==> config.mk <==
export PLATFORM = sky130hd
export DESIGN_NAME = pin_entry_verifier_flat
export DESIGN_NICKNAME = d
export VERILOG_FILES = /design/src/rtl/pin_entry_verifier_if.sv /design/src/rtl/pin_entry_verifier.sv /design/src/flat_wrapper.sv
export SDC_FILE = /design/constraint.sdc
export NUM_CORES = 1
export LEC_CHECK = 0
export CAP_MARGIN = 20
export CORE_MARGIN = 10
export CORE_UTILIZATION = 49
export CTS_BUF_LIST = sky130_fd_sc_hd__clkbuf_4
export CTS_CLUSTER_SIZE = 8
export DETAILED_ROUTE_END_ITERATION = 12
export GPL_ROUTABILITY_DRIVEN = 1
export PLACE_DENSITY = 0.78
export SLEW_MARGIN = 10
export SYNTH_ARGS = -nofsm -noshare
export SYNTH_HDL_FRONTEND = slang
export SYNTH_SLANG_ARGS = --single-unit
==> constraint.sdc <==
create_clock -name clk -period 2.2 [get_ports clk]
set_clock_uncertainty 0.2 [all_clocks]
set_input_delay 0.22 -clock clk [delete_from_list [all_inputs] [get_ports clk]]
set_output_delay 0.22 -clock clk [all_outputs]
set_load 0.01 [all_outputs]
==> src/rtl/pin_entry_verifier_if.sv <==
// Keypad/PIN session bus between the ATM front panel and the PIN verifier.
interface pin_entry_verifier_if #(
  parameter int unsigned DIGITS = 4
);
  logic                  start;
  logic [3:0]            digit_in;
  logic                  digit_valid;
  logic                  enter_key;
  logic                  clear_key;
  logic [4*DIGITS-1:0]   ref_pin;
  logic                  pin_ok;
  logic                  pin_bad;
  logic                  locked;
  logic                  timeout;
  logic                  busy;
  logic [2:0]            digit_count;

  modport master (
    output start, digit_in, digit_valid, enter_key, clear_key, ref_pin,
    input  pin_ok, pin_bad, locked, timeout, busy, digit_count
  );

  modport slave (
    input  start, digit_in, digit_valid, enter_key, clear_key, ref_pin,
    output pin_ok, pin_bad, locked, timeout, busy, digit_count
  );
endinterface

==> src/rtl/pin_entry_verifier.sv <==
// PIN entry session: collects BCD digits, compares against the account PIN,
// counts wrong tries up to lockout and abandons idle entry on timeout.
module pin_entry_verifier #(
  parameter int unsigned DIGITS         = 4,
  parameter int unsigned MAX_TRIES      = 3,
  parameter int unsigned TIMEOUT_CYCLES = 1000
) (
  input  logic                 clk,
  input  logic                 reset,
  pin_entry_verifier_if.slave  bus
);

  localparam int unsigned BUF_W = 4 * DIGITS;
  localparam int unsigned TRY_W = $clog2(MAX_TRIES + 1);
  localparam int unsigned TMR_W = (TIMEOUT_CYCLES > 1) ? $clog2(TIMEOUT_CYCLES) : 1;

  localparam logic [2:0]       FULL_CNT  = 3'(DIGITS);
  localparam logic [TRY_W-1:0] TRY_LIMIT = TRY_W'(MAX_TRIES);
  localparam logic [TMR_W-1:0] TMR_LAST  = TMR_W'(TIMEOUT_CYCLES - 1);

  localparam logic [2:0] S_IDLE    = 3'd0;
  localparam logic [2:0] S_COLLECT = 3'd1;
  localparam logic [2:0] S_COMPARE = 3'd2;
  localparam logic [2:0] S_PASS    = 3'd3;
  localparam logic [2:0] S_FAIL    = 3'd4;
  localparam logic [2:0] S_LOCK    = 3'd5;

  logic [2:0]       state_q, state_d;
  logic [BUF_W-1:0] buf_q, buf_d;
  logic [2:0]       cnt_q, cnt_d;
  logic [TRY_W-1:0] tries_q, tries_d;
  logic [TMR_W-1:0] tmr_q, tmr_d;
  logic             tout_q, tout_d;

  logic             digit_acc;
  logic [TRY_W-1:0] try_inc;

  // A digit is taken only if it is valid BCD and the buffer has room.
  assign digit_acc = bus.digit_valid && (bus.digit_in <= 4'd9) && (cnt_q < FULL_CNT);
  assign try_inc   = tries_q + TRY_W'(1);

  // Next-state and datapath updates.
  always_comb begin
    state_d = state_q;
    buf_d   = buf_q;
    cnt_d   = cnt_q;
    tries_d = tries_q;
    tmr_d   = tmr_q;
    tout_d  = 1'b0;
    case (state_q)
      S_IDLE: begin
        if (bus.start) begin
          state_d = S_COLLECT;
          buf_d   = '0;
          cnt_d   = '0;
          tries_d = '0;
          tmr_d   = '0;
        end
      end
      S_COLLECT: begin
        if (bus.clear_key) begin
          buf_d = '0;
          cnt_d = '0;
          tmr_d = '0;
        end else if (bus.enter_key && (cnt_q == FULL_CNT)) begin
          state_d = S_COMPARE;
        end else if (digit_acc) begin
          buf_d = (buf_q << 4) | BUF_W'(bus.digit_in);
          cnt_d = cnt_q + 3'd1;
          tmr_d = '0;
        end else if (tmr_q == TMR_LAST) begin
          state_d = S_IDLE;
          tout_d  = 1'b1;
          buf_d   = '0;
          cnt_d   = '0;
          tmr_d   = '0;
        end else begin
          tmr_d = tmr_q + TMR_W'(1);
        end
      end
      S_COMPARE: begin
        // The buffer is consumed here whatever the outcome.
        buf_d = '0;
        cnt_d = '0;
        tmr_d = '0;
        if (buf_q == bus.ref_pin) begin
          state_d = S_PASS;
        end else begin
          tries_d = try_inc;
          state_d = (try_inc == TRY_LIMIT) ? S_LOCK : S_FAIL;
        end
      end
      S_PASS: begin
        state_d = S_IDLE;
      end
      S_FAIL: begin
        state_d = S_COLLECT;
        buf_d   = '0;
        cnt_d   = '0;
        tmr_d   = '0;
      end
      S_LOCK: begin
        state_d = S_LOCK;
      end
      default: begin
        state_d = S_IDLE;
      end
    endcase
  end

  always_ff @(posedge clk or posedge reset) begin
    if (reset) begin
      state_q <= S_IDLE;
      buf_q   <= '0;
      cnt_q   <= '0;
      tries_q <= '0;
      tmr_q   <= '0;
      tout_q  <= 1'b0;
    end else begin
      state_q <= state_d;
      buf_q   <= buf_d;
      cnt_q   <= cnt_d;
      tries_q <= tries_d;
      tmr_q   <= tmr_d;
      tout_q  <= tout_d;
    end
  end

  assign bus.pin_ok      = (state_q == S_PASS);
  assign bus.pin_bad     = (state_q == S_FAIL);
  assign bus.locked      = (state_q == S_LOCK);
  assign bus.timeout     = tout_q;
  assign bus.busy        = (state_q != S_IDLE) && (state_q != S_LOCK);
  assign bus.digit_count = cnt_q;

endmodule

==> src/flat_wrapper.sv <==
// flat-port wrapper written by rule: the top's interface ports become plain ports
module pin_entry_verifier_flat 
#(
  parameter int unsigned DIGITS         = 4,
  parameter int unsigned MAX_TRIES      = 3,
  parameter int unsigned TIMEOUT_CYCLES = 1000
)
  (clk, reset, bus_start, bus_digit_in, bus_digit_valid, bus_enter_key, bus_clear_key, bus_ref_pin, bus_pin_ok, bus_pin_bad, bus_locked, bus_timeout, bus_busy, bus_digit_count);
  pin_entry_verifier_if #(.DIGITS(DIGITS)) bus_i ();
  input  logic clk;
  input  logic reset;
  input wire logic [$bits(bus_i.start)-1:0] bus_start;
  input wire logic [$bits(bus_i.digit_in)-1:0] bus_digit_in;
  input wire logic [$bits(bus_i.digit_valid)-1:0] bus_digit_valid;
  input wire logic [$bits(bus_i.enter_key)-1:0] bus_enter_key;
  input wire logic [$bits(bus_i.clear_key)-1:0] bus_clear_key;
  input wire logic [$bits(bus_i.ref_pin)-1:0] bus_ref_pin;
  output wire logic [$bits(bus_i.pin_ok)-1:0] bus_pin_ok;
  output wire logic [$bits(bus_i.pin_bad)-1:0] bus_pin_bad;
  output wire logic [$bits(bus_i.locked)-1:0] bus_locked;
  output wire logic [$bits(bus_i.timeout)-1:0] bus_timeout;
  output wire logic [$bits(bus_i.busy)-1:0] bus_busy;
  output wire logic [$bits(bus_i.digit_count)-1:0] bus_digit_count;
  assign bus_i.start = bus_start;
  assign bus_i.digit_in = bus_digit_in;
  assign bus_i.digit_valid = bus_digit_valid;
  assign bus_i.enter_key = bus_enter_key;
  assign bus_i.clear_key = bus_clear_key;
  assign bus_i.ref_pin = bus_ref_pin;
  assign bus_pin_ok = bus_i.pin_ok;
  assign bus_pin_bad = bus_i.pin_bad;
  assign bus_locked = bus_i.locked;
  assign bus_timeout = bus_i.timeout;
  assign bus_busy = bus_i.busy;
  assign bus_digit_count = bus_i.digit_count;
  pin_entry_verifier #(.DIGITS(DIGITS), .MAX_TRIES(MAX_TRIES), .TIMEOUT_CYCLES(TIMEOUT_CYCLES)) u_core (.clk(clk), .reset(reset), .bus(bus_i));
endmodule
Yosys cells after proc, flatten, opt, wreduce, memory -nomap -nowiden
Index checks and enable logic that the tools add are counted.

Register bits after elaboration: 35. Bits of input ports: 26. Output and inout bits: 8. Word-level logic and storage cells: 75.

Reduce and logical (&&, ||, !) cells: 13. Mux-type cells: 33. $add $sub $neg: 3. Bitwise gates (word level): 1. Eq/ne operators: 17. Magnitude comparators: 2.

Operator list (count): 2-to-1 mux 16 bit (5); 2-to-1 mux 10 bit (5); one-hot mux 16 bit (3 select lines) (1); 2-to-1 mux 3 bit (10); one-hot mux 10 bit (3 select lines) (1); equality test 16 bit (1); OR 16 x 4 -> 16 bit (1); one-hot mux 3 bit (5 select lines) (1); adder 10 x 1 -> 10 bit (second input constant) (1); equality test 10 bit (second input constant) (1); equality test 3 bit (second input constant) (3); != test 3 bit (second input constant) (3); one-hot mux 3 bit (3 select lines) (1); AND reduction 4 bit (2); equality test 3 x 2 -> 1 bit (second input constant) (2); 2-to-1 mux 1 bit (6); != test 2 bit (second input constant) (3); AND reduction 3 bit (2); nonzero test 3 bit (2); <= comparator 4 bit (second input constant) (1); logical AND 1 bit (4); 2-to-1 mux 2 bit (2); != test 4 x 2 -> 1 bit (second input constant) (1); one-hot mux 2 bit (2 select lines) (1); other kinds (9) (9).

Logic depth before layout (Yosys ltp)
Gate-level depths: netlist of run 1.

Depth in word-level cells: 7. Depth in mapped cells: 9.

Worst setup path after synthesis of run 1
No wires, ideal clock.

Kind: reg2reg. Start point: register u_core.tmr_q[0]. End point: register u_core.cnt_q[2] (netlist: u_core.bus.digit_count[2]). Required time: 1.879 ns. Stages on the path, launching flop included: 9. Arrival time: 1.836 ns. Path slack: 0.043 ns. Cells stage by stage: dfrtp_1 > ha_1 > nand2_1 > nor4_4 > nor2_4 > or2_1 > buf_6 > buf_12 > a22o_2.

Word-level cells in the longest chain between the ends: 3.

RTL lines: start, declared (RTL line pin_entry_verifier.sv:32) `logic [TMR_W-1:0] tmr_q, tmr_d;`; start signal, assigned (RTL line pin_entry_verifier.sv:124) `tmr_q <= tmr_d;`; equality test 10 bit (RTL line pin_entry_verifier.sv:71) `end else if (tmr_q == TMR_LAST) begin`; != test 4 x 2 -> 1 bit (no source line); AND reduction 4 bit (no source line); end signal, assigned (RTL line pin_entry_verifier.sv:122) `cnt_q <= cnt_d;`; end, declared (RTL line pin_entry_verifier.sv:30) `logic [2:0] cnt_q, cnt_d;`.

No other way between the ends. A chain may end at the register's enable or synchronous reset.

Final worst setup path of run 1
Start point: register u_core.state_q[0]. End point: register u_core.tmr_q[2].

Word-level cells in the longest chain between the ends: 4. Elaborated cells between the ends (all ways): 10. Those cells by class: 5 x eq/ne; 1 x mux; 4 x reduce/logical.

RTL lines: start, declared (RTL line pin_entry_verifier.sv:28) `logic [2:0] state_q, state_d;`; start signal, assigned (RTL line pin_entry_verifier.sv:120) `state_q <= state_d;`; equality test 3 bit / equality test 3 x 2 -> 1 bit (equally long branches) (RTL line pin_entry_verifier.sv:50) `case (state_q)`; OR reduction 2 bit (no source line); nonzero test 3 bit (no source line); AND reduction 3 bit (no source line).

Parallel ways exist; a longest one is shown, timed or not.

==> results of run 1 <==
[layout by cell type, fill, tap and decap left out, drive strengths merged]
cell type      count
inv               11
dfrtp             35
or2                1
nor3              11
mux2i              1
nand4              4
a22o              19
o21a               1
nor4               3
clkdlybuf4s50     30
nor2b              1
nor2               7
clkinv             2
o31ai              5
nand2              9
nor3b              5
a31oi              1
and3               2
nand4b             1
o22ai              1
buf               19
xnor2             17
or4b               1
clkbuf             5
dlymetal6s2s       3
mux2               1
a21boi             1
nand3              5
o21ai             15
a2111o             1
nand2b             3
or4                1
clkdlybuf4s15      1
o41ai              1
a21oi              3
ha                 4
or3                1
[power groups by stage]
stage / combinational (mW) / sequential (mW) / clock, mW
after floorplan: 0.104 / 0.682 / 0
after global placement: 0.180 / 0.685 / 0
after detailed placement: 0.189 / 0.686 / 0
after CTS: 0.189 / 0.674 / 0.324
after global routing: 0.214 / 0.677 / 0.358
final: 0.197 / 0.674 / 0.312
[sequential cells by signal (all words and copies together), names as in the netlist]
name / cells
u_core.buf_q: 16
u_core.tmr_q: 10
u_core.tries_q: 2
u_core.bus.timeout: 1
u_core.state_q: 3
u_core.bus.digit_count: 3
[repair_timing]
item | CTS | global route
setup buffers | 0 | 2
pin swaps | 0 | 1
endpoints found under the setup margin | 3 | 30
gates cloned | 0 | 1
gates resized for setup | 3 | 11
[logic make-up after synthesis]
| logic type | count (synthesis) | synth area share, % |
|---|---|---|
| AND/OR/NAND/NOR | 55 | 17.5 |
| adder cells (fa/ha/maj) | 4 | 2.60 |
| flip-flops | 35 | 45.4 |
| AO/OA/AOI/OAI | 48 | 19.3 |
| multiplexers | 2 | 1.10 |
| buffers and inverters | 19 | 6.42 |
| XOR/XNOR | 17 | 7.72 |
[layer usage]
metal | up-vias | GRT usage [%] | part of all wire [%]
met3 | 5 | 4.86 | 7.2
met5 | - | 0 | 0
met1 | 780 | 18.0 | 42
met4 | 0 | 4.52 | 0.80
met2 | 56 | 24.5 | 50
li1 | 756 | - | -
[worst max-delay path, cell delays in order, from the launching register on]
cell and delay (ns):
sky130_fd_sc_hd__dfrtp_2 0.45, sky130_fd_sc_hd__buf_4 0.15, sky130_fd_sc_hd__nor3_1 0.31, sky130_fd_sc_hd__nor3_2 0.10, sky130_fd_sc_hd__clkdlybuf4s15_2 0.24, sky130_fd_sc_hd__or4b_1 0.51
sky130_fd_sc_hd__nand2_1 0.08
[how the worst max path moves through the flow]
stage                                    from                         to  cells past startpoint  slack (ns)
CTS                         u_core.state_q[1]                 bus_pin_ok                      4       0.001
detailed placement            bus_digit_in[2]            u_core.tmr_q[5]                      6       -0.16
global route        u_core.bus.digit_count[0]            u_core.tmr_q[4]                      9        0.02
global placement              bus_digit_in[1]            u_core.tmr_q[5]                      6       -0.01
finish                      u_core.state_q[0]            u_core.tmr_q[2]                      6        0.10
floorplan                     u_core.tmr_q[0]  u_core.bus.digit_count[2]                      8        0.04
[area by class of cell]
cell class	count	area [um^2]	area share (%)
multi-input cells	126	946	38.2
well taps	48	60.1	2.43
clock inverters	2	8.76	0.354
clock buffers	5	37.5	1.52
repair buffers	53	499	20.2
inverters	11	41.3	1.67
flip-flops and latches	35	881	35.6
==> flow_summary.html, run 1 <==
<table>
<tr><th>Metric</th><th>Value</th></tr>
<tr><th colspan="2">Run status</th></tr>
<tr><td>Result of the run</td><td>finished, final reports clean</td></tr>
<tr><th colspan="2">Cells and area</th></tr>
<tr><td>Number of cells in the finished layout apart from fillers</td><td>280</td></tr>
<tr><td>FILL cells</td><td>311</td></tr>
<tr><td>Core utilization of the finished layout</td><td>66.1%</td></tr>
<tr><td>Antenna fix cells</td><td>0</td></tr>
<tr><td>Final nets</td><td>~260</td></tr>
<tr><td>Share of layout cells above drive strength 1</td><td>25.4%</td></tr>
<tr><td>Finished layout cell area</td><td>2470 um^2</td></tr>
<tr><td>Area growth, synth to finish</td><td>28.3%</td></tr>
<tr><th colspan="2">Pwr</th></tr>
<tr><td>Switching power share of the total</td><td>approximately 25%</td></tr>
<tr><td>Internal power of the cells</td><td>approximately 0.88 mW</td></tr>
<tr><td>PD cells</td><td>478 nW/um^2</td></tr>
<tr><td>Power consumption</td><td>1.18 mW</td></tr>
<tr><td>Share of total power in sequential cells</td><td>57.0%</td></tr>
<tr><td>Relative contribution of combinational cells to total power</td><td>16.6%</td></tr>
<tr><td>Switching power total</td><td>0.301 mW</td></tr>
<tr><td>Worst vdd ir</td><td>roughly 340 uV</td></tr>
<tr><td>Clock power share</td><td>between 20% and 30%</td></tr>
<tr><td>Leakage dissipation</td><td>1.09 nW</td></tr>
<tr><th colspan="2">Floorplanning</th></tr>
<tr><td>Horizontal die dimension</td><td>82.7 um</td></tr>
<tr><td>Floorplan die height</td><td>slightly above 80 um</td></tr>
<tr><td>Core area</td><td>approximately 3700 um^2</td></tr>
<tr><td>Effective utilization at floorplan</td><td>51.5%</td></tr>
<tr><td>Top-level I/O count</td><td>34</td></tr>
<tr><td>DIE AREA</td><td>6840 um^2</td></tr>
<tr><td>Floorplan row count</td><td>22</td></tr>
<tr><th colspan="2">Placement</th></tr>
<tr><td>Number of cells after detailed placement</td><td>270</td></tr>
<tr><td>Port Buffer Count</td><td>33</td></tr>
<tr><td>Post-DP HPWL</td><td>3.64 mm</td></tr>
<tr><td>Area after DPL</td><td>2360 um^2</td></tr>
<tr><td>Placement Setup Slack</td><td>-0.161 ns</td></tr>
<tr><td>Routability cong.</td><td>0.886</td></tr>
<tr><th colspan="2">Synthesis</th></tr>
<tr><td>Ys flop type</td><td>sky130_fd_sc_hd__dfrtp_1</td></tr>
<tr><td>Average instance area after synthesis</td><td>10.7 um^2</td></tr>
<tr><td>Warnings from Yosys</td><td>0</td></tr>
<tr><td>Synth async-reset ratio</td><td>100%</td></tr>
<tr><td>Number of enable-type register cells in the synthesized netlist</td><td>0</td></tr>
<tr><td>Share of the synthesized area in the top cell type</td><td>45.4%</td></tr>
<tr><td>Post-synthesis register bit count</td><td>35</td></tr>
<tr><td>Distinct cell type count after synthesis</td><td>43</td></tr>
<tr><td>Top cell types by occurrence after synthesis</td><td>sky130_fd_sc_hd__dfrtp_1 (35), sky130_fd_sc_hd__a22o_2 (18), sky130_fd_sc_hd__xnor2_1 (17), sky130_fd_sc_hd__o21ai_0 (15)</td></tr>
<tr><td>Syn_nets</td><td>210</td></tr>
<tr><td>Post-synthesis sequential area ratio</td><td>45.4%</td></tr>
<tr><td>Mapped cell area</td><td>1930 um^2</td></tr>
<tr><td>Leading cell type by number of instances after synthesis</td><td>sky130_fd_sc_hd__dfrtp_1</td></tr>
<tr><td>Leading area contributor after synthesis</td><td>sky130_fd_sc_hd__dfrtp_1</td></tr>
<tr><td>Largest cells by area after synthesis</td><td>sky130_fd_sc_hd__dfrtp_1 (45%), sky130_fd_sc_hd__a22o_2 (9.3%), sky130_fd_sc_hd__xnor2_1 (7.7%)</td></tr>
<tr><td>Mapped Cells</td><td>180</td></tr>
<tr><th colspan="2">Drt</th></tr>
<tr><td>Routed vias</td><td>about 1600</td></tr>
<tr><td>Pre-Repair DR Iteration Count</td><td>4</td></tr>
<tr><td>Post-route DRC</td><td>0</td></tr>
<tr><td>Count of nets left with antenna violations after detail routing</td><td>0</td></tr>
<tr><td>Violation count after the first detailed-route iteration</td><td>107</td></tr>
<tr><td>Vias per cell</td><td>5.70</td></tr>
<tr><td>Total Routed Length</td><td>4.75 mm</td></tr>
<tr><td>Post-DR wirelength/cell</td><td>approximately 17 um</td></tr>
<tr><th colspan="2">Timing</th></tr>
<tr><td>Transition time of the tightest slew-check pin</td><td>0.438 ns</td></tr>
<tr><td>Post-route minimum period</td><td>2.10 ns</td></tr>
<tr><td>Setup violations, final</td><td>0</td></tr>
<tr><td>Setup TNS</td><td>0 ns</td></tr>
<tr><td>Final critical-path setup slack</td><td>0.104 ns</td></tr>
<tr><td>Hold slack</td><td>0.0763 ns</td></tr>
<tr><td>Count of final max-slew check failures</td><td>0</td></tr>
<tr><td>Fmax achieved</td><td>0.477 GHz</td></tr>
<tr><td>Final hold violation count</td><td>0</td></tr>
<tr><td>Unrepaired setup endpoints after global routing</td><td>no</td></tr>
<tr><td>Remaining max-slew budget at the tightest pin</td><td>70.8%</td></tr>
<tr><td>Final worst path period share</td><td>95.3%</td></tr>
<tr><th colspan="2">Clock network</th></tr>
<tr><td>Clock tree from TritonCTS</td><td>yes</td></tr>
<tr><td>Number of H-tree branching levels</td><td>2</td></tr>
<tr><td>TritonCTS Buffers</td><td>5</td></tr>
<tr><td>Worst-case clock buffer depth</td><td>2</td></tr>
<tr><td>Root buffer cell</td><td>sky130_fd_sc_hd__clkbuf_4</td></tr>
<tr><td>Clock slew at the register clock pins of the worst setup and hold paths</td><td>~0.1 ns</td></tr>
<tr><td>Insertion delay to the later sink of the worst-skew pair</td><td>0.33 ns</td></tr>
<tr><td># clock sinks</td><td>35</td></tr>
<tr><td>Total of hold buffers inserted after clock tree synthesis</td><td>0</td></tr>
<tr><th colspan="2">GRT</th></tr>
<tr><td>Antenna violations before repair</td><td>0</td></tr>
<tr><td>Number of global-route vias before repair</td><td>1649</td></tr>
<tr><td>Remaining global-route overflow</td><td>0</td></tr>
<tr><td>Tot GR Track Use</td><td>14.9%</td></tr>
<tr><td>Maximum number of pins on one net before global-route repair</td><td>36</td></tr>
<tr><td>Global-route wire length before repair</td><td>7.89 mm</td></tr>
<tr><th colspan="2">Min path</th></tr>
<tr><td>Min-Delay Path Class</td><td>primary input to async pin</td></tr>
<tr><th colspan="2">Worst setup path</th></tr>
<tr><td>Data required time at the worst endpoint</td><td>2.27 ns</td></tr>
<tr><td>CP Capture Type</td><td>flip-flop</td></tr>
<tr><td>Startpoint Class</td><td>flip-flop</td></tr>
<tr><td>End of the worst register-to-register path</td><td>u_core.tmr_q[2]</td></tr>
<tr><td>CP max FO</td><td>6</td></tr>
<tr><td>Flop2flop setup slack</td><td>roughly 0.10 ns</td></tr>
<tr><td>Startpoint of the most critical register-to-register path</td><td>u_core.state_q[0]</td></tr>
<tr><td>Type of the worst setup path</td><td>flip-flop to flip-flop</td></tr>
<tr><td>Number of cells on the worst reg-to-reg path</td><td>6</td></tr>
<tr><td>WP data arrival</td><td>2.16 ns</td></tr>
<tr><th colspan="2">Flow run</th></tr>
<tr><td>Max-Cap Viols</td><td>0</td></tr>
</table>
No activity file was read; power rests on OpenSTA's default activity.
==> run 2: changes to the inputs <==
--- a/config.mk
+++ b/config.mk
@@ -6,13 +6,15 @@
 export NUM_CORES = 1
 export LEC_CHECK = 0
 export CAP_MARGIN = 20
+export CELL_PAD_IN_SITES_DETAIL_PLACEMENT = 1
+export CELL_PAD_IN_SITES_GLOBAL_PLACEMENT = 1
 export CORE_MARGIN = 10
-export CORE_UTILIZATION = 49
+export CORE_UTILIZATION = 46
 export CTS_BUF_LIST = sky130_fd_sc_hd__clkbuf_4
 export CTS_CLUSTER_SIZE = 8
 export DETAILED_ROUTE_END_ITERATION = 12
 export GPL_ROUTABILITY_DRIVEN = 1
-export PLACE_DENSITY = 0.78
+export PLACE_DENSITY_LB_ADDON = 0.1
 export SLEW_MARGIN = 10
 export SYNTH_ARGS = -nofsm -noshare
 export SYNTH_HDL_FRONTEND = slang
==> constraint.sdc (replaced) <==
create_clock -name clk -period 2.6 [get_ports clk]
set_clock_uncertainty 0.2 [all_clocks]
set_input_delay 0.26 -clock clk [delete_from_list [all_inputs] [get_ports clk]]
set_output_delay 0.26 -clock clk [all_outputs]
set_load 0.01 [all_outputs]
==> run 2 against run 1 <==
Setup slack better by 0.25 ns; wire length is 4.2% higher; power is 15% lower; final cell count is 3.9% lower; hold slack better by 0.049 ns; highest routed layer unchanged.
==> flow_summary.html, run 2 (synthesis results as in run 1) <==
<table>
<tr><th>Metric</th><th>Value</th></tr>
<tr><th colspan="2">Run status</th></tr>
<tr><td>Result of the run</td><td>finished, final reports clean</td></tr>
<tr><th colspan="2">Worst setup path</th></tr>
<tr><td>Data required time at the worst endpoint</td><td>2.14 ns (-0.13 ns)</td></tr>
<tr><td>Buffer and inverter count on the worst path</td><td>2 (unchanged)</td></tr>
<tr><td>Startpoint of the most critical register-to-register path</td><td>u_core.state_q[1]</td></tr>
<tr><td>Startpoint Class</td><td>flip-flop</td></tr>
<tr><td>Critical path launch point</td><td>u_core.state_q[2]</td></tr>
<tr><td>Type of the worst setup path</td><td>flip-flop to output pin</td></tr>
<tr><td>CP max FO</td><td>10 (+4)</td></tr>
<tr><td>CP cell instances</td><td>inv_1 &gt; nor3_1 &gt; clkdlybuf4s50_1</td></tr>
<tr><td>Largest stage delay on the critical path</td><td>0.58 ns (+0.07 ns)</td></tr>
<tr><td>WP data arrival</td><td>1.79 ns (-0.37 ns)</td></tr>
<tr><td>Delay-heaviest family, CP</td><td>buffers and inverters</td></tr>
<tr><td>Worst-path cell with the longest stage delay</td><td>sky130_fd_sc_hd__dfrtp_1</td></tr>
<tr><td>Flop2flop setup slack</td><td>0.42 ns (+0.32 ns)</td></tr>
<tr><td>CP Capture Type</td><td>output pin</td></tr>
<tr><th colspan="2">Pwr</th></tr>
<tr><td>Internal power of the cells</td><td>0.747 mW (-15%)</td></tr>
<tr><td>Worst vdd ir</td><td>302 uV (-11%)</td></tr>
<tr><td>PD cells</td><td>425 nW/um^2 (-11%)</td></tr>
<tr><td>Switching power share of the total</td><td>25.4% (about the same)</td></tr>
<tr><td>Switching power total</td><td>0.255 mW (-15%)</td></tr>
<tr><td>Relative contribution of combinational cells to total power</td><td>15.5% (-1.1 points)</td></tr>
<tr><td>Share of total power in sequential cells</td><td>56.9% (about the same)</td></tr>
<tr><td>Clock power share</td><td>27.6% (+1.2 points)</td></tr>
<tr><td>Leakage dissipation</td><td>0.979 nW (-10%)</td></tr>
<tr><th colspan="2">Floorplanning</th></tr>
<tr><td>DIE AREA</td><td>7180 um^2 (+4.9%)</td></tr>
<tr><td>Effective utilization at floorplan</td><td>47.9% (-3.6 points)</td></tr>
<tr><td>Core area</td><td>4030 um^2 (+7.6%)</td></tr>
<tr><td>Top-level I/O count</td><td>34 (unchanged)</td></tr>
<tr><td>Floorplan row count</td><td>23 (+4.5%)</td></tr>
<tr><td>Floorplan die height</td><td>84.7 um (+2.4%)</td></tr>
<tr><td>Horizontal die dimension</td><td>84.7 um (+2.4%)</td></tr>
<tr><th colspan="2">Timing</th></tr>
<tr><td>Remaining max-slew budget at the tightest pin</td><td>69.7% (-1.2 points)</td></tr>
<tr><td>Hold slack</td><td>0.125 ns (+0.0485 ns)</td></tr>
<tr><td>Final hold violation count</td><td>0 (unchanged)</td></tr>
<tr><td>Final critical-path setup slack</td><td>0.351 ns (+0.247 ns)</td></tr>
<tr><td>Final worst path period share</td><td>86.5%</td></tr>
<tr><td>Count of final max-slew check failures</td><td>0 (unchanged)</td></tr>
<tr><td>Unrepaired setup endpoints after global routing</td><td>no</td></tr>
<tr><td>Setup violations, final</td><td>0 (unchanged)</td></tr>
<tr><td>Fmax achieved</td><td>0.445 GHz</td></tr>
<tr><td>Setup TNS</td><td>0 ns (unchanged)</td></tr>
<tr><td>Transition time of the tightest slew-check pin</td><td>0.455 ns (+0.0177 ns)</td></tr>
<tr><td>Post-route minimum period</td><td>2.25 ns</td></tr>
<tr><th colspan="2">Drt</th></tr>
<tr><td>Pre-Repair DR Iteration Count</td><td>4 (unchanged)</td></tr>
<tr><td>Total Routed Length</td><td>4.95 mm (+4.2%)</td></tr>
<tr><td>Vias per cell</td><td>5.79 (+1.5%)</td></tr>
<tr><td>Post-DR wirelength/cell</td><td>18.4 um (+8.5%)</td></tr>
<tr><td>Post-route DRC</td><td>0 (unchanged)</td></tr>
<tr><td>Count of nets left with antenna violations after detail routing</td><td>0 (unchanged)</td></tr>
<tr><td>Routed vias</td><td>1558 (-2.4%)</td></tr>
<tr><td>Violation count after the first detailed-route iteration</td><td>100 (-6.5%)</td></tr>
<tr><th colspan="2">Cells and area</th></tr>
<tr><td>Register with the highest flop count</td><td>u_core.buf_q</td></tr>
<tr><td>Area growth, synth to finish</td><td>22.2%</td></tr>
<tr><td>Share of layout cells above drive strength 1</td><td>17.8% (-7.6 points)</td></tr>
<tr><td>Final nets</td><td>250 (-4.6%)</td></tr>
<tr><td>Most frequent standard cell in the layout excluding fill and tap cells</td><td>sky130_fd_sc_hd__dfrtp_1</td></tr>
<tr><td>Top flop regs</td><td>u_core.buf_q: 16 flops, u_core.tmr_q: 10 flops</td></tr>
<tr><td>Finished layout cell area</td><td>2360 um^2 (-4.8%)</td></tr>
<tr><td>Commonest cells after routing, fill and taps aside</td><td>sky130_fd_sc_hd__dfrtp_1 (35), sky130_fd_sc_hd__clkdlybuf4s50_1 (33), sky130_fd_sc_hd__a22o_2 (18), sky130_fd_sc_hd__xnor2_1 (17), sky130_fd_sc_hd__o21ai_0 (15)</td></tr>
<tr><td>Number of flip-flops in the largest register</td><td>16 (unchanged)</td></tr>
<tr><td>Antenna fix cells</td><td>0 (unchanged)</td></tr>
<tr><th colspan="2">GRT</th></tr>
<tr><td>Met1 GRT Util</td><td>17.1% (-0.92 points)</td></tr>
<tr><td>Met2 demand-to-capacity share in global routing</td><td>24.6% (+0.034 points)</td></tr>
<tr><td>Tot GR Track Use</td><td>14.3% (-0.51 points)</td></tr>
<tr><td>Antenna violations before repair</td><td>0 (unchanged)</td></tr>
<tr><td>Routing layer with the top usage in global route</td><td>met2</td></tr>
<tr><td>Remaining global-route overflow</td><td>0 (unchanged)</td></tr>
<tr><td>Global-route wire length before repair</td><td>8.56 mm (+8.4%)</td></tr>
<tr><td>Maximum number of pins on one net before global-route repair</td><td>36 (unchanged)</td></tr>
<tr><td>Number of global-route vias before repair</td><td>1653 (+0.24%)</td></tr>
<tr><td>GRT met3 Usage</td><td>4.25% (-0.61 points)</td></tr>
<tr><th colspan="2">Clock network</th></tr>
<tr><td># clock sinks</td><td>35 (unchanged)</td></tr>
<tr><td>Setup Fix Bufs, Post-CTS</td><td>0 (unchanged)</td></tr>
<tr><td>TritonCTS Buffers</td><td>5 (unchanged)</td></tr>
<tr><td>Total of hold buffers inserted after clock tree synthesis</td><td>0 (unchanged)</td></tr>
<tr><td>Clock slew at the register clock pins of the worst setup and hold paths</td><td>0.10 ns (about the same)</td></tr>
<tr><td>Clock tree from TritonCTS</td><td>yes</td></tr>
<tr><td>Post-CTS Resized</td><td>0 (-3)</td></tr>
<tr><td>Worst-case clock buffer depth</td><td>2 (unchanged)</td></tr>
<tr><td>Number of H-tree branching levels</td><td>2 (unchanged)</td></tr>
<tr><td>Insertion delay to the later sink of the worst-skew pair</td><td>0.34 ns (about the same)</td></tr>
<tr><td>Root buffer cell</td><td>sky130_fd_sc_hd__clkbuf_4</td></tr>
<tr><th colspan="2">Flow run</th></tr>
<tr><td>Max-Cap Viols</td><td>0 (unchanged)</td></tr>
<tr><th colspan="2">Placement</th></tr>
<tr><td>Area after DPL</td><td>2310 um^2 (-2.2%)</td></tr>
<tr><td>Port Buffer Count</td><td>33 (unchanged)</td></tr>
<tr><td>Post-DP HPWL</td><td>3.84 mm (+5.5%)</td></tr>
<tr><td>Routability cong.</td><td>0.855 (-3.5%)</td></tr>
<tr><td>Placement Setup Slack</td><td>0.194 ns (+0.355 ns)</td></tr>
<tr><th colspan="2">Min path</th></tr>
<tr><td>Min-Delay Path Class</td><td>primary input to async pin</td></tr>
</table>
[run 2: cell types whose count changed in the layout (fill, tap and decap cells not counted), moves of 2 or more]
cell and change:
sky130_fd_sc_hd__buf_4 -10, sky130_fd_sc_hd__dfrtp_1 +4, sky130_fd_sc_hd__dfrtp_2 -4, sky130_fd_sc_hd__clkdlybuf4s50_1 +3, sky130_fd_sc_hd__dlymetal6s2s_1 -3, sky130_fd_sc_hd__buf_6 -2
[run 2: layout make-up]
class,count,area (um^2)
Fill cell,459,1670
Tap cell,50,62.6
Inverter,11,41.3
Clock buffer,6,45.0
Multi-Input combinational cell,126,928
Timing Repair Buffer,41,403
Sequential cell,35,876
[run 2: worst paths after layout]
check | to | cells past startpoint
worst max-delay path | bus_pin_bad | 3
worst min-delay path | u_core.tmr_q[5] | 3
worst max register to register | u_core.tmr_q[9] | 6
worst min register to register | u_core.buf_q[13] | 1
max in group asynchronous | u_core.buf_q[6] | 3
min in group clk | u_core.buf_q[13] | 1
[run 2: power groups by stage]
| stage | Combinational, mW | Sequential, mW | Clock [mW] |
|---|---|---|---|
| 2_1_floorplan | 0.0878 | 0.577 | 0 |
| 3_3_place_gp | 0.149 | 0.581 | 0 |
| 3_5_place_dp | 0.157 | 0.581 | 0 |
| 4_1_cts | 0.158 | 0.571 | 0.284 |
| 5_1_grt | 0.172 | 0.573 | 0.311 |
| 6_report | 0.155 | 0.571 | 0.277 |
[run 2: through the flow]
stage,utilization [%],power (mW),instances
after floorplan,-,0.665,180
after global placement,57.4,0.730,263
after detailed placement,57.4,0.739,263
after CTS,58.5,1.01,269
after global routing,58.5,1.06,269
final,58.5,1.00,269
[run 2: worst reg2reg max path: stages, from the launching register on]
cell and delay, ns:
sky130_fd_sc_hd__dfrtp_1 0.52, sky130_fd_sc_hd__inv_1 0.16, sky130_fd_sc_hd__nor3_1 0.34, sky130_fd_sc_hd__nor3_1 0.10
sky130_fd_sc_hd__buf_4 0.20, sky130_fd_sc_hd__or4_1 0.51, sky130_fd_sc_hd__o21ai_0 0.08
[run 2: routing by layer]
layer	up-vias	wire [um]
met3	6	198
met5	-	0
li1	743	-
met1	782	2070
met2	27	2630
met4	0	48
==> run 3: changes to the inputs <==
==> constraint.sdc (replaced) <==
create_clock -name clk -period 2.7 [get_ports clk]
set_clock_uncertainty 0.2 [all_clocks]
set_input_delay 0.27 -clock clk [delete_from_list [all_inputs] [get_ports clk]]
set_output_delay 0.27 -clock clk [all_outputs]
set_load 0.01 [all_outputs]
==> run 3 against run 2 <==
First-iteration DRC count is 13% lower; via count is 3.0% lower; count of clock-buffer cells in the layout is 1 lower; global-route usage is 0.82 points lower; largest power group unchanged; critical path depth is 3 higher; setup slack better by 0.055 ns; final cell count stayed put.
==> flow_summary.html, run 3 (synthesis results as in run 1) <==
<table>
<tr><th>Metric</th><th>Value</th></tr>
<tr><th colspan="2">Floorplanning</th></tr>
<tr><td>Core area</td><td>4030 um^2 (unchanged)</td></tr>
<tr><td>Effective utilization at floorplan</td><td>47.9% (unchanged)</td></tr>
<tr><td>Floorplan row count</td><td>23 (unchanged)</td></tr>
<tr><td>Horizontal die dimension</td><td>84.7 um (unchanged)</td></tr>
<tr><td>Top-level I/O count</td><td>34 (unchanged)</td></tr>
<tr><td>Floorplan die height</td><td>84.7 um (unchanged)</td></tr>
<tr><td>DIE AREA</td><td>7180 um^2 (unchanged)</td></tr>
<tr><th colspan="2">Worst setup path</th></tr>
<tr><td>Buffer and inverter count on the worst path</td><td>1 (-1)</td></tr>
<tr><td>Data required time at the worst endpoint</td><td>2.77 ns (+0.63 ns)</td></tr>
<tr><td>CP cell instances</td><td>nand2b_4 &gt; a2111o_1 &gt; nor2_4 &gt; or2_1 &gt; buf_4 &gt; a22o_2</td></tr>
<tr><td>Number of cells on the worst reg-to-reg path</td><td>6 (unchanged)</td></tr>
<tr><td>Startpoint of the most critical register-to-register path</td><td>u_core.state_q[1]</td></tr>
<tr><td>Largest stage delay on the critical path</td><td>0.57 ns (about the same)</td></tr>
<tr><td>End of the worst register-to-register path</td><td>u_core.buf_q[7]</td></tr>
<tr><td>CP max FO</td><td>16 (+6)</td></tr>
<tr><td>Flop2flop setup slack</td><td>0.41 ns (about the same)</td></tr>
<tr><td>Delay-heaviest family, CP</td><td>compound AO/OA/AOI/OAI gates</td></tr>
<tr><td>Worst-path cell with the longest stage delay</td><td>sky130_fd_sc_hd__a2111o_1</td></tr>
<tr><td>Startpoint Class</td><td>flip-flop</td></tr>
<tr><td>Type of the worst setup path</td><td>flip-flop to flip-flop</td></tr>
<tr><td>WP data arrival</td><td>2.36 ns (+0.57 ns)</td></tr>
<tr><td>CP Capture Type</td><td>flip-flop</td></tr>
<tr><th colspan="2">Cells and area</th></tr>
<tr><td>Top flop regs</td><td>u_core.buf_q: 16 flops, u_core.tmr_q: 10 flops</td></tr>
<tr><td>Commonest cells after routing, fill and taps aside</td><td>sky130_fd_sc_hd__dfrtp_1 (35), sky130_fd_sc_hd__clkdlybuf4s50_1 (33), sky130_fd_sc_hd__a22o_2 (18), sky130_fd_sc_hd__xnor2_1 (17), sky130_fd_sc_hd__o21ai_0 (15)</td></tr>
<tr><td>Number of flip-flops in the largest register</td><td>16 (unchanged)</td></tr>
<tr><td>Most frequent standard cell in the layout excluding fill and tap cells</td><td>sky130_fd_sc_hd__dfrtp_1</td></tr>
<tr><td>Share of layout cells above drive strength 1</td><td>17.8% (unchanged)</td></tr>
<tr><td>Antenna fix cells</td><td>0 (unchanged)</td></tr>
<tr><td>Area growth, synth to finish</td><td>21.4%</td></tr>
<tr><td>Final nets</td><td>248 (-0.80%)</td></tr>
<tr><td>Register with the highest flop count</td><td>u_core.buf_q</td></tr>
<tr><td>Core utilization of the finished layout</td><td>58.1% (-0.37 points)</td></tr>
<tr><th colspan="2">GRT</th></tr>
<tr><td>Antenna violations before repair</td><td>0 (unchanged)</td></tr>
<tr><td>Number of global-route vias before repair</td><td>1657 (+0.24%)</td></tr>
<tr><td>Global-route wire length before repair</td><td>8.16 mm (-4.6%)</td></tr>
<tr><td>Tot GR Track Use</td><td>13.5% (-0.82 points)</td></tr>
<tr><td>Maximum number of pins on one net before global-route repair</td><td>36 (unchanged)</td></tr>
<tr><td>Remaining global-route overflow</td><td>0 (unchanged)</td></tr>
<tr><th colspan="2">Timing</th></tr>
<tr><td>Hold slack</td><td>0.124 ns (-0.00126 ns)</td></tr>
<tr><td>Post-route minimum period</td><td>between 2 and 2.5 ns</td></tr>
<tr><td>Unrepaired setup endpoints after global routing</td><td>no</td></tr>
<tr><td>Remaining max-slew budget at the tightest pin</td><td>69.3% (-0.36 points)</td></tr>
<tr><td>Setup violations, final</td><td>0 (unchanged)</td></tr>
<tr><td>Final hold violation count</td><td>0 (unchanged)</td></tr>
<tr><td>Transition time of the tightest slew-check pin</td><td>0.461 ns (+0.00535 ns)</td></tr>
<tr><td>Final critical-path setup slack</td><td>0.406 ns (+0.0548 ns)</td></tr>
<tr><td>Final worst path period share</td><td>85.0%</td></tr>
<tr><td>Fmax achieved</td><td>0.436 GHz</td></tr>
<tr><td>Setup TNS</td><td>0 ns (unchanged)</td></tr>
<tr><td>Count of final max-slew check failures</td><td>0 (unchanged)</td></tr>
<tr><th colspan="2">Drt</th></tr>
<tr><td>Post-DR wirelength/cell</td><td>17.5 um (-4.6%)</td></tr>
<tr><td>Pre-Repair DR Iteration Count</td><td>4 (unchanged)</td></tr>
<tr><td>Count of nets left with antenna violations after detail routing</td><td>0 (unchanged)</td></tr>
<tr><td>Routed vias</td><td>1512 (-3.0%)</td></tr>
<tr><td>Total Routed Length</td><td>4.72 mm (-4.6%)</td></tr>
<tr><td>Post-route DRC</td><td>0 (unchanged)</td></tr>
<tr><td>Vias per cell</td><td>5.62 (-3.0%)</td></tr>
<tr><td>Violation count after the first detailed-route iteration</td><td>87 (-13%)</td></tr>
<tr><th colspan="2">Pwr</th></tr>
<tr><td>Worst vdd ir</td><td>190 uV (-37%)</td></tr>
<tr><td>Leakage dissipation</td><td>0.964 nW (-1.5%)</td></tr>
<tr><td>Switching power total</td><td>0.264 mW (+3.4%)</td></tr>
<tr><td>Clock power share</td><td>29.1% (+1.5 points)</td></tr>
<tr><td>Power consumption</td><td>0.976 mW (-2.7%)</td></tr>
<tr><td>Share of total power in sequential cells</td><td>56.3% (-0.6 points)</td></tr>
<tr><td>Internal power of the cells</td><td>0.712 mW (-4.7%)</td></tr>
<tr><td>Relative contribution of combinational cells to total power</td><td>14.6% (-0.9 points)</td></tr>
<tr><td>Switching power share of the total</td><td>27.0% (+1.6 points)</td></tr>
<tr><td>PD cells</td><td>417 nW/um^2 (-2.0%)</td></tr>
<tr><th colspan="2">Clock network</th></tr>
<tr><td>Insertion delay to the later sink of the worst-skew pair</td><td>0.33 ns (about the same)</td></tr>
<tr><td>Clock tree from TritonCTS</td><td>yes</td></tr>
<tr><td>Post-CTS Resized</td><td>0 (unchanged)</td></tr>
<tr><td>TritonCTS Buffers</td><td>5 (unchanged)</td></tr>
<tr><td>Number of H-tree branching levels</td><td>2 (unchanged)</td></tr>
<tr><td>Root buffer cell</td><td>sky130_fd_sc_hd__clkbuf_4</td></tr>
<tr><td>Total of hold buffers inserted after clock tree synthesis</td><td>0 (unchanged)</td></tr>
<tr><td>Worst-case clock buffer depth</td><td>2 (unchanged)</td></tr>
<tr><td># clock sinks</td><td>35 (unchanged)</td></tr>
<tr><td>Setup Fix Bufs, Post-CTS</td><td>0 (unchanged)</td></tr>
<tr><td>Clock slew at the register clock pins of the worst setup and hold paths</td><td>0.12 ns (+0.02 ns)</td></tr>
<tr><th colspan="2">Min path</th></tr>
<tr><td>Min-Delay Path Class</td><td>primary input to async pin</td></tr>
<tr><th colspan="2">Run status</th></tr>
<tr><td>Result of the run</td><td>finished, final reports clean</td></tr>
<tr><th colspan="2">Placement</th></tr>
<tr><td>Post-DP HPWL</td><td>3.67 mm (-4.4%)</td></tr>
<tr><td>Port Buffer Count</td><td>33 (unchanged)</td></tr>
<tr><td>Routability cong.</td><td>0.836 (-2.1%)</td></tr>
<tr><td>Placement Setup Slack</td><td>0.162 ns (-0.0321 ns)</td></tr>
<tr><th colspan="2">Flow run</th></tr>
<tr><td>Max-Cap Viols</td><td>0 (unchanged)</td></tr>
</table>
==> run 3: cell types whose count changed in the layout (fill, tap and decap cells not counted) <==
| cell | before | now |
|---|---|---|
| sky130_fd_sc_hd__clkbuf_4 | 6 | 5 |
| sky130_fd_sc_hd__clkinvlp_4 | 0 | 2 |
| sky130_fd_sc_hd__clkinv_2 | 0 | 1 |
| sky130_fd_sc_hd__buf_12 | 1 | 0 |
| sky130_fd_sc_hd__buf_4 | 7 | 6 |
==> run 3: cell type report <==
class / count / area [um^2]
multi-input combinational: 126 / 928
fill: 459 / 1690
inverter: 11 / 41.3
clock buffer: 5 / 37.5
clock inverter: 3 / 20.0
sequential: 35 / 876
tap: 50 / 62.6
timing repair buffer: 39 / 375
==> run 3: worst min-delay path, delay by kind of cell <==
kind / cells / cell delay (ns)
buffers and inverters: 3 / 0.84
==> run 3: worst max-delay path by stage <==
stage	to	cells past startpoint	start	slack, ns
floorplan	u_core.bus.digit_count[2]	8	u_core.tmr_q[0]	0.54
detailed placement	u_core.buf_q[8]	7	bus_digit_in[3]	0.16
CTS	u_core.buf_q[7]	6	u_core.state_q[1]	0.41
global route	u_core.buf_q[11]	6	u_core.state_q[1]	0.28
finish	u_core.buf_q[7]	6	u_core.state_q[1]	0.41
global placement	u_core.buf_q[12]	7	bus_digit_in[2]	0.23
==> run 3: power by group through the flow <==
stage          Sequential [mW]  Clock [mW]  Combinational [mW]
2_1_floorplan            0.556           0              0.0846
3_3_place_gp             0.559           0               0.139
3_5_place_dp             0.560           0               0.144
4_1_cts                  0.550       0.295               0.145
5_1_grt                  0.552       0.317               0.158
6_report                 0.549       0.284               0.142
==> run 3: routing by layer <==
metal	global-route usage, %	vias to the layer above	share of wire (%)
li1	-	729	-
met1	15.1	757	43
met2	24.8	24	54
met3	3.48	2	2.8
met4	3.14	0	0.38
met5	0	-	0
==> run 3: per-stage QoR <==
step           std cells  cell area (um^2)
2_1_floorplan        180              1930
5_1_grt              269              2340
3_5_place_dp         261              2280
4_1_cts              269              2340
6_report             269              2340
3_3_place_gp         261              2280
